==> src/rtl/load_store_unit.sv <==
// Memory-access stage of the mini-rv core: issues aligned loads/stores with byte strobes,
// extends load results and reports misalignment or memory timeouts back to control.
package instruction_utils;
    typedef enum logic [5:0] {
        LUI, AUIPC, JAL, JALR,
        BEQ, BNE, BLT, BGE, BLTU, BGEU,
        LB, LH, LW, LBU, LHU,
        SB, SH, SW,
        ADDI, SLTI, SLTIU, XORI, ORI, ANDI, SLLI, SRLI, SRAI,
        ADD, SUB, SLL, SLT, SLTU, XOR, SRL, SRA, OR, AND,
        FENCE, ECALL, EBREAK, ILLEGAL
    } rv32i_instr_e;
endpackage

module load_store_unit
    import instruction_utils::*;
#(
    parameter int unsigned TIMEOUT_CYCLES = 255
) (
    input  logic         clk,
    input  logic         rst,
    input  logic         start_i,
    input  rv32i_instr_e instr_i,
    input  logic [31:0]  addr_i,
    input  logic [31:0]  store_data_i,
    output logic         busy_o,
    output logic         done_o,
    output logic [31:0]  load_data_o,
    output logic         misaligned_o,
    output logic         timeout_o,
    lsu_mem_if.master    mem
);

    typedef enum logic [1:0] {
        IDLE,
        REQ,
        WAIT_R
    } state_e;

    state_e       state_q, state_d;
    rv32i_instr_e instr_q, instr_d;
    logic [1:0]   off_q, off_d;
    logic [15:0]  cnt_q, cnt_d;
    logic         busy_q, busy_d;
    logic         done_q, done_d;
    logic [31:0]  load_data_q, load_data_d;
    logic         misaligned_q, misaligned_d;
    logic         timeout_q, timeout_d;
    logic         req_q, req_d;
    logic         we_q, we_d;
    logic [31:0]  addr_q, addr_d;
    logic [31:0]  wdata_q, wdata_d;
    logic [3:0]   wstrb_q, wstrb_d;

    logic        is_mem_op;
    logic        is_store;
    logic        is_misaligned;
    logic        timed_out;
    logic [31:0] store_wdata;
    logic [3:0]  store_wstrb;
    logic [31:0] shifted;
    logic [31:0] extended;

    // Decode of the incoming request, evaluated only when accepted in IDLE.
    always_comb begin
        is_mem_op     = instr_i inside {LB, LH, LW, LBU, LHU, SB, SH, SW};
        is_store      = instr_i inside {SB, SH, SW};
        is_misaligned = ((instr_i inside {LH, LHU, SH}) && addr_i[0]) ||
                        ((instr_i inside {LW, SW}) && (addr_i[1:0] != 2'b00));
    end

    always_comb begin
        store_wdata = 32'h0;
        store_wstrb = 4'b0000;
        case (instr_i)
            SB: begin
                store_wdata = {4{store_data_i[7:0]}};
                store_wstrb = 4'b0001 << addr_i[1:0];
            end
            SH: begin
                store_wdata = {2{store_data_i[15:0]}};
                store_wstrb = addr_i[1] ? 4'b1100 : 4'b0011;
            end
            SW: begin
                store_wdata = store_data_i;
                store_wstrb = 4'b1111;
            end
            default: ;
        endcase
    end

    always_comb begin
        shifted  = mem.rdata >> {off_q, 3'b000};
        extended = shifted;
        case (instr_q)
            LB:      extended = {{24{shifted[7]}}, shifted[7:0]};
            LBU:     extended = {24'h0, shifted[7:0]};
            LH:      extended = {{16{shifted[15]}}, shifted[15:0]};
            LHU:     extended = {16'h0, shifted[15:0]};
            default: extended = shifted;
        endcase
    end

    // The counter value is the number of cycles already spent in the current state; aborting
    // when it is about to reach TIMEOUT_CYCLES caps the time in REQ or WAIT_R at that many cycles.
    assign timed_out = (TIMEOUT_CYCLES != 0) &&
                       (({1'b0, cnt_q} + 17'd1) == 17'(TIMEOUT_CYCLES));

    always_comb begin
        // NOTE: every _d gets a default before the case so no path leaves it unassigned,
        // which would otherwise infer a latch.
        state_d      = state_q;
        instr_d      = instr_q;
        off_d        = off_q;
        cnt_d        = cnt_q;
        busy_d       = busy_q;
        done_d       = 1'b0;
        load_data_d  = load_data_q;
        misaligned_d = 1'b0;
        timeout_d    = 1'b0;
        req_d        = req_q;
        we_d         = we_q;
        addr_d       = addr_q;
        wdata_d      = wdata_q;
        wstrb_d      = wstrb_q;

        case (state_q)
            IDLE: begin
                if (start_i && is_mem_op) begin
                    instr_d = instr_i;
                    off_d   = addr_i[1:0];
                    if (is_misaligned) begin
                        done_d       = 1'b1;
                        misaligned_d = 1'b1;
                        load_data_d  = 32'h0;
                    end else begin
                        state_d = REQ;
                        cnt_d   = 16'h0;
                        busy_d  = 1'b1;
                        req_d   = 1'b1;
                        we_d    = is_store;
                        addr_d  = {addr_i[31:2], 2'b00};
                        wdata_d = store_wdata;
                        wstrb_d = store_wstrb;
                    end
                end
            end

            REQ: begin
                cnt_d = cnt_q + 16'd1;
                if (mem.ready) begin
                    req_d = 1'b0;
                    if (we_q) begin
                        state_d = IDLE;
                        busy_d  = 1'b0;
                        done_d  = 1'b1;
                    end else begin
                        state_d = WAIT_R;
                        cnt_d   = 16'h0;
                    end
                end else if (timed_out) begin
                    state_d     = IDLE;
                    req_d       = 1'b0;
                    busy_d      = 1'b0;
                    done_d      = 1'b1;
                    timeout_d   = 1'b1;
                    load_data_d = 32'h0;
                end
            end

            WAIT_R: begin
                cnt_d = cnt_q + 16'd1;
                if (mem.rvalid) begin
                    state_d     = IDLE;
                    busy_d      = 1'b0;
                    done_d      = 1'b1;
                    load_data_d = extended;
                end else if (timed_out) begin
                    state_d     = IDLE;
                    busy_d      = 1'b0;
                    done_d      = 1'b1;
                    timeout_d   = 1'b1;
                    load_data_d = 32'h0;
                end
            end

            default: state_d = IDLE;
        endcase
    end

    // NOTE: state registers use non-blocking assignments so every flop samples the
    // pre-edge values regardless of statement order.
    always_ff @(posedge clk) begin
        if (rst) begin
            state_q      <= IDLE;
            instr_q      <= ILLEGAL;
            off_q        <= 2'b00;
            cnt_q        <= 16'h0;
            busy_q       <= 1'b0;
            done_q       <= 1'b0;
            load_data_q  <= 32'h0;
            misaligned_q <= 1'b0;
            timeout_q    <= 1'b0;
            req_q        <= 1'b0;
            we_q         <= 1'b0;
            addr_q       <= 32'h0;
            wdata_q      <= 32'h0;
            wstrb_q      <= 4'b0000;
        end else begin
            state_q      <= state_d;
            instr_q      <= instr_d;
            off_q        <= off_d;
            cnt_q        <= cnt_d;
            busy_q       <= busy_d;
            done_q       <= done_d;
            load_data_q  <= load_data_d;
            misaligned_q <= misaligned_d;
            timeout_q    <= timeout_d;
            req_q        <= req_d;
            we_q         <= we_d;
            addr_q       <= addr_d;
            wdata_q      <= wdata_d;
            wstrb_q      <= wstrb_d;
        end
    end

    assign busy_o       = busy_q;
    assign done_o       = done_q;
    assign load_data_o  = load_data_q;
    assign misaligned_o = misaligned_q;
    assign timeout_o    = timeout_q;
    assign mem.req      = req_q;
    assign mem.we       = we_q;
    assign mem.addr     = addr_q;
    assign mem.wdata    = wdata_q;
    assign mem.wstrb    = wstrb_q;

endmodule

==> src/rtl/lsu_mem_if.sv <==
// Word-oriented data-memory bus between the load/store unit and data memory.
// The master issues requests with byte strobes, and the slave answers with ready and read data.
interface lsu_mem_if;
    logic        req;
    logic        we;
    logic [31:0] addr;
    logic [31:0] wdata;
    logic [3:0]  wstrb;
    logic        ready;
    logic        rvalid;
    logic [31:0] rdata;

    modport master (
        output req, we, addr, wdata, wstrb,
        input  ready, rvalid, rdata
    );

    modport slave (
        input  req, we, addr, wdata, wstrb,
        output ready, rvalid, rdata
    );
endinterface

==> src/flat_wrapper.sv <==
// flat-port wrapper written by rule: the top's interface ports become plain ports
module load_store_unit_flat import instruction_utils::*;
#(
    parameter int unsigned TIMEOUT_CYCLES = 255
)
  (clk, rst, start_i, instr_i, addr_i, store_data_i, busy_o, done_o, load_data_o, misaligned_o, timeout_o, mem_req, mem_we, mem_addr, mem_wdata, mem_wstrb, mem_ready, mem_rvalid, mem_rdata);
  lsu_mem_if mem_i ();
  input  logic clk;
  input  logic rst;
  input  logic start_i;
  input  rv32i_instr_e instr_i;
  input  logic [31:0] addr_i;
  input  logic [31:0] store_data_i;
  output logic busy_o;
  output logic done_o;
  output logic [31:0] load_data_o;
  output logic misaligned_o;
  output logic timeout_o;
  output wire logic [$bits(mem_i.req)-1:0] mem_req;
  output wire logic [$bits(mem_i.we)-1:0] mem_we;
  output wire logic [$bits(mem_i.addr)-1:0] mem_addr;
  output wire logic [$bits(mem_i.wdata)-1:0] mem_wdata;
  output wire logic [$bits(mem_i.wstrb)-1:0] mem_wstrb;
  input wire logic [$bits(mem_i.ready)-1:0] mem_ready;
  input wire logic [$bits(mem_i.rvalid)-1:0] mem_rvalid;
  input wire logic [$bits(mem_i.rdata)-1:0] mem_rdata;
  assign mem_req = mem_i.req;
  assign mem_we = mem_i.we;
  assign mem_addr = mem_i.addr;
  assign mem_wdata = mem_i.wdata;
  assign mem_wstrb = mem_i.wstrb;
  assign mem_i.ready = mem_ready;
  assign mem_i.rvalid = mem_rvalid;
  assign mem_i.rdata = mem_rdata;
  load_store_unit #(.TIMEOUT_CYCLES(TIMEOUT_CYCLES)) u_core (.clk(clk), .rst(rst), .start_i(start_i), .instr_i(instr_i), .addr_i(addr_i), .store_data_i(store_data_i), .busy_o(busy_o), .done_o(done_o), .load_data_o(load_data_o), .misaligned_o(misaligned_o), .timeout_o(timeout_o), .mem(mem_i));
endmodule
==> config.mk <==
export PLATFORM = sky130hd
export DESIGN_NAME = load_store_unit_flat
export DESIGN_NICKNAME = d
export VERILOG_FILES = /design/src/rtl/load_store_unit.sv /design/src/rtl/lsu_mem_if.sv /design/src/flat_wrapper.sv
export SDC_FILE = /design/constraint.sdc
export NUM_CORES = 1
export LEC_CHECK = 0
export BUFFER_PORTS_ARGS = -buffer_cell sky130_fd_sc_hd__buf_2
export CORE_UTILIZATION = 45
export DETAILED_ROUTE_END_ITERATION = 8
export HOLD_SLACK_MARGIN = 0.03
export PLACE_DENSITY = 0.83
export SLEW_MARGIN = 20
export SYNTH_ARGS = -nofsm -noshare
export SYNTH_HDL_FRONTEND = slang
export SYNTH_SLANG_ARGS = --single-unit
==> constraint.sdc <==
create_clock -name clk -period 6 [get_ports clk]
set_input_delay 1.2 -clock clk [delete_from_list [all_inputs] [get_ports clk]]
set_output_delay 1.2 -clock clk [all_outputs]
set_load 0.02 [all_outputs]
==> Yosys cells after proc, flatten, opt, wreduce, memory -nomap -nowiden <==
Cells that the tools add are included.
{ "classes": {"add_sub_neg": 2, "eq_ne": 21, "shift": 2, "mux": 42, "n_bitwise": 2, "reduce_logical": 20} }
{ "op_table": {"columns": ["op", "n"], "rows": [
  ["case mux 32 bit (3 select lines)", 2],
  ["two-way mux 32 bit", 5],
  ["case mux 32 bit (4 select lines)", 1],
  ["two-way mux 16 bit", 4],
  ["== test 6 x 4 -> 1 bit (second input constant)", 10],
  ["case mux 16 bit (3 select lines)", 1],
  [">> shifter 32 x 5 -> 32 bit", 1],
  ["adder 16 x 1 -> 17 bit (second input constant)", 1],
  ["== test 17 x 8 -> 1 bit (second input constant)", 1],
  ["adder 16 x 1 -> 16 bit (second input constant)", 1],
  ["two-way mux 1 bit", 16],
  ["== test 6 x 5 -> 1 bit (second input constant)", 2],
  ["two-way mux 2 bit", 6],
  ["case mux 4 bit (3 select lines)", 1],
  ["AND reduction 4 bit", 3],
  ["nonzero test 3 bit", 3],
  ["nonzero test 8 bit", 1],
  ["inequality test 3 x 2 -> 1 bit (second input constant)", 2],
  ["case mux 1 bit (3 select lines)", 2],
  ["case mux 2 bit (3 select lines)", 1],
  ["AND reduction 3 bit", 2],
  ["nonzero test 2 bit", 3],
  ["two-way mux 4 bit", 1],
  ["inequality test 2 x 1 -> 1 bit (second input constant)", 2],
  ["11 further kinds", 17]
]} }
{ "totals": {"regBits": 130, "out_inout_bits": 106, "wordCells": 103} }

==> Longest topological paths before layout <==
{ "depth": {"depth_word": 7, "mapped_depth": 10} }

==> Least setup slack after synthesis <==
OpenSTA, ideal clock, no wires.
{ "synth_timing": {"path_kind": "input -> register", "startpoint": "input port instr_i[1]", "endpoint": "register u_core.cnt_q[0]", "arrival_ps": 2863, "t_required_ps": 5872, "path_slack_ps": 3009, "cell_stages": 8, "path_cell_list": "or3b_1 -> a211o_1 -> a211o_1 -> and4b_1 -> clkbuf_1 -> buf_2 -> mux2i_1 -> nor2_1"} }
{ "synth_via": {"elab_chain_cells": 6} }
{ "synth_lines": {"columns": ["element", "line_no", "source"], "rows": [
  ["start: declaration", "flat_wrapper.sv:11", "input rv32i_instr_e instr_i;"],
  ["== test 6 x 4 -> 1 bit (tied with other cells)", "load_store_unit.sv:66, load_store_unit.sv:68", null],
  ["nonzero test 3 bit / nonzero test 2 bit (equally long branches)", "load_store_unit.sv:68, load_store_unit.sv:69", null],
  ["logical AND 1 bit (on tied branches)", "load_store_unit.sv:68, load_store_unit.sv:69", null],
  ["logical OR 1 bit", "load_store_unit.sv:68", "is_misaligned = ((instr_i inside {LH, LHU, SH}) && addr_i[0]) ||"],
  ["inequality test 2 bit (no source line)", null, null],
  ["AND reduction 3 bit (no source line) (*)", null, null],
  ["end signal: assignment", "load_store_unit.sv:213", "cnt_q <= cnt_d;"],
  ["end: declaration", "load_store_unit.sv:43", "logic [15:0] cnt_q, cnt_d;"]
]} }
Every way passes the cells marked *; elsewhere a longest branch is shown, timed or not.
A chain may end at the register's enable or synchronous reset.

==> Worst setup path after layout <==
{ "layout_timing": {"startpoint": "input port instr_i[2]", "endpoint": "register u_core.wdata_q[19], in the netlist u_core.mem.wdata[19]"} }
{ "layout_via": {"elab_chain_cells": 6} }
{ "layout_lines": {"columns": ["element", "line_no", "source"], "rows": [
  ["== test 6 x 4 -> 1 bit (tied with other cells)", "load_store_unit.sv:66, load_store_unit.sv:68", null],
  ["nonzero test 3 bit / nonzero test 2 bit (equally long branches)", "load_store_unit.sv:68, load_store_unit.sv:69", null],
  ["logical AND 1 bit (on tied branches)", "load_store_unit.sv:68, load_store_unit.sv:69", null],
  ["logical OR 1 bit", "load_store_unit.sv:68", null],
  ["inverter 1 bit (no source line)", null, null],
  ["AND reduction 3 bit (no source line)", null, null],
  ["end signal: assignment", "load_store_unit.sv:222", "wdata_q <= wdata_d;"],
  ["end: declaration", "load_store_unit.sv:52", "logic [31:0] wdata_q, wdata_d;"]
]} }
Several ways; a longest one is shown, not always the timed one.

==> metrics.yaml <==
crit_arrival_ns: 3.84
power_frac_seq_pct: 41.7
antenna_found_initial: 0
grtUsageTotal_pct: 24.7
n_fill_cell: 1302
grt_pass1_vias: 6274
p_leak_nw: 3.35
routed_wl_mm: 19.8
ctsLongestPathBuffers: 2
syn_area_um2: 6840
drt-vias-per-instance: 5.70
synth.avg_cell_area_um2: 7.92
synthDistinctLibCells: 61
placed_cell_area_um2: 7880
htreeDepth: 4
final_area_um2: 8500
ys_warn_count: 0
powerDensity_nw_per_um2: 248
synthCells: 864
finalCritPeriodShare_pct: 58.4
utilization_pct: 57.8
ir_drop_mv: 0.207
dr.pass1.iters: 7
diodes: 0
crit_fanout: 36
fin_ws_ns: 2.50
dp_hpwl_mm: 13.7
worst_pin_slew_ns: 1.08
vias: 6992
grt_setup_unrepaired: "false"
synth_top_cells_by_count: "nand2_1, dfxtp_1, a21oi_1"
worstPathRequired_ns: 6.33
startpoint_type: "input pin"
synth-edff-count: 0
numCtsBuffers: 17
holdBufCountCts: 0
fmax_mhz: 285
core_um2: 14700
yosysSeqAreaShare_pct: 38.0
cts_setup_buffers: 0
start_util_pct: 46.6
drc: 7
ioPinCount: 213
cpPeakStageDelay_ns: 0.64
yosys-top-cells-area: "dfxtp_1, nand2_1, a21oi_1"
cts_tree: "built"
routedWlPerCell_um: 16.1
critical_path_class: "input pin to flop"
postSynth.asyncResetShare_pct: 0
rrSetupSlack_ns: 2.83
syn_to_final_growth_pct: 24.2
synth.most_common_cell: "nand2_1"
slew_headroom_pct: 27.7
synth_top_cell_by_area: "dfxtp_1"
slowest_stage: "nor2_4"
numClockSinks: 130
ctsResizeCount: 0
die-area_um2: 15700
hold_class: "flop to flop"
die_y_um: 125
ant_nets: 0
num-nets-final: 1144
gr-total-overflow: 0
maxCapViolCount: 0
p_comb_share_pct: 8.1
ys_seq_elements: 130
setup_viol_count_final: 0
finalClockSkew_ns: 0.00726
gp_congestion: 0.914
whs_ns: 0.446
clock_latency_ns: 0.42
pre_cts_slack_ns: 2.01
io_buffers: 210
setup_tns_ns: 0
pwr-share-clk_pct: 50.2
grt_max_degree: 116
finalHoldViolations: 0
yosys.area.top_type_share_pct: 38.0
period_minus_slack_ns: 3.50
first_iter_violations: 606
slew_viol_final: 0
endpoint_kind: "flop"
fp.dieW_um: 125
crit_chain: "buf_2, nor3_1, o2bb2ai_1, nand3_1, nor2_4, buf_4, nand3_1, a31oi_1"
row_count: 44
path_clk_slew_ns: 0.06
status: "finished, violations left"
grt_first_pass_wirelength_mm: 31.5
violations: "DRC"
ys.flop_type: "dfxtp_1"
cts-root-buf: "clkbuf_16"
internal-power_mw: 1.60
crit_top_cell: "nand3_1"
switching_share_pct: 23.8
final_layout_size_suffix_gt1_share_pct: 25.8
netSwitchingPower_uw: 502
==> routing by layer <==
| layer | track usage, % | share of wire, % |
|---|---|---|
| met3 | 6.33 | 7.8 |
| met4 | 9.68 | 2.4 |
| met1 | 31.9 | 44 |
| met5 | 0 | 0 |
| met2 | 39.2 | 46 |
==> stage by stage <==
step,cells,total power [mW]
6_report,1227,2.10
5_1_grt,1227,2.17
4_1_cts,1227,2.11
3_5_place_dp,1196,1.06
3_3_place_gp,1196,1.06
2_1_floorplan,865,0.992
==> sequential cells by signal, indices dropped and copies added, names as in the netlist <==
signal / cells
u_core.done_o: 1
u_core.mem.wdata: 32
u_core.cnt_q: 16
u_core.mem.we: 1
u_core.state_q: 2
u_core.mem.wstrb: 4
u_core.mem.addr: 30
u_core.instr_q: 6
u_core.timeout_o: 1
u_core.misaligned_o: 1
u_core.busy_o: 1
u_core.off_q: 2
u_core.load_data_o: 32
u_core.mem.req: 1
==> power by group through the flow <==
stage / clock network [mW] / logic (mW) / registers, mW
floorplan: 0 / 0.0876 / 0.905
global placement: 0 / 0.165 / 0.896
detailed placement: 0 / 0.166 / 0.897
CTS: 1.06 / 0.167 / 0.878
global route: 1.10 / 0.185 / 0.879
finish: 1.06 / 0.170 / 0.878
==> layout make-up <==
class | count | area (um^2) | share of cell area, %
clock buffer | 19 | 443 | 5.21
clock inverter | 12 | 158 | 1.86
inverter | 13 | 48.8 | 0.574
multi-input combinational | 652 | 3900 | 45.9
sequential | 130 | 2600 | 30.6
tap | 184 | 230 | 2.71
timing repair buffer | 217 | 1110 | 13.1
==> cell usage in the layout, fill, tap and decap left out, drive strengths merged, types with 9 or more instances in the layout <==
cell type / count
nand3b: 23
nand3: 23
a22oi: 16
dfxtp: 130
o311ai: 17
nand4b: 11
nand4: 13
or3: 11
a32oi: 9
inv: 15
nand2b: 37
o21ai: 46
clkbuf: 19
buf: 217
mux2i: 34
a311oi: 10
a21oi: 87
nor2b: 9
a31oi: 11
nor2: 72
nand2: 131
nor3: 10
==> worst max-delay path: cells and delay by family <==
kind | cells | cell delay, ns
AOI/OAI and AO/OA | 2 | 0.43
and+or+nand+nor | 4 | 1.60
buffers and inverters | 2 | 0.60
==> final timing paths <==
kind / cells past startpoint / startpoint / end
setup / recovery: 8 / instr_i[2] / u_core.mem.wdata[19]$_SDFFE_PP0P_
hold / removal: 1 / u_core.instr_q[5]$_SDFFE_PP1P_ / u_core.instr_q[5]$_SDFFE_PP1P_
setup reg to reg: 8 / u_core.state_q[1]$_SDFFE_PP0P_ / u_core.load_data_o[5]$_SDFFE_PP0P_
hold reg to reg: 1 / u_core.instr_q[5]$_SDFFE_PP1P_ / u_core.instr_q[5]$_SDFFE_PP1P_
==> kinds of logic after synthesis <==
group / Yosys count / share of synthesized area [%]
AO/OA/AOI/OAI: 241 / 22.5
XOR/XNOR: 5 / 0.640
adder cells (fa/ha/maj): 6 / 1.10
buffers and inverters: 83 / 5.32
flip-flops: 130 / 38.0
multiplexers: 42 / 6.45
other: 1 / 0.0548
AND/OR/NAND/NOR: 356 / 25.9
Power figures use the tool's default switching activity.
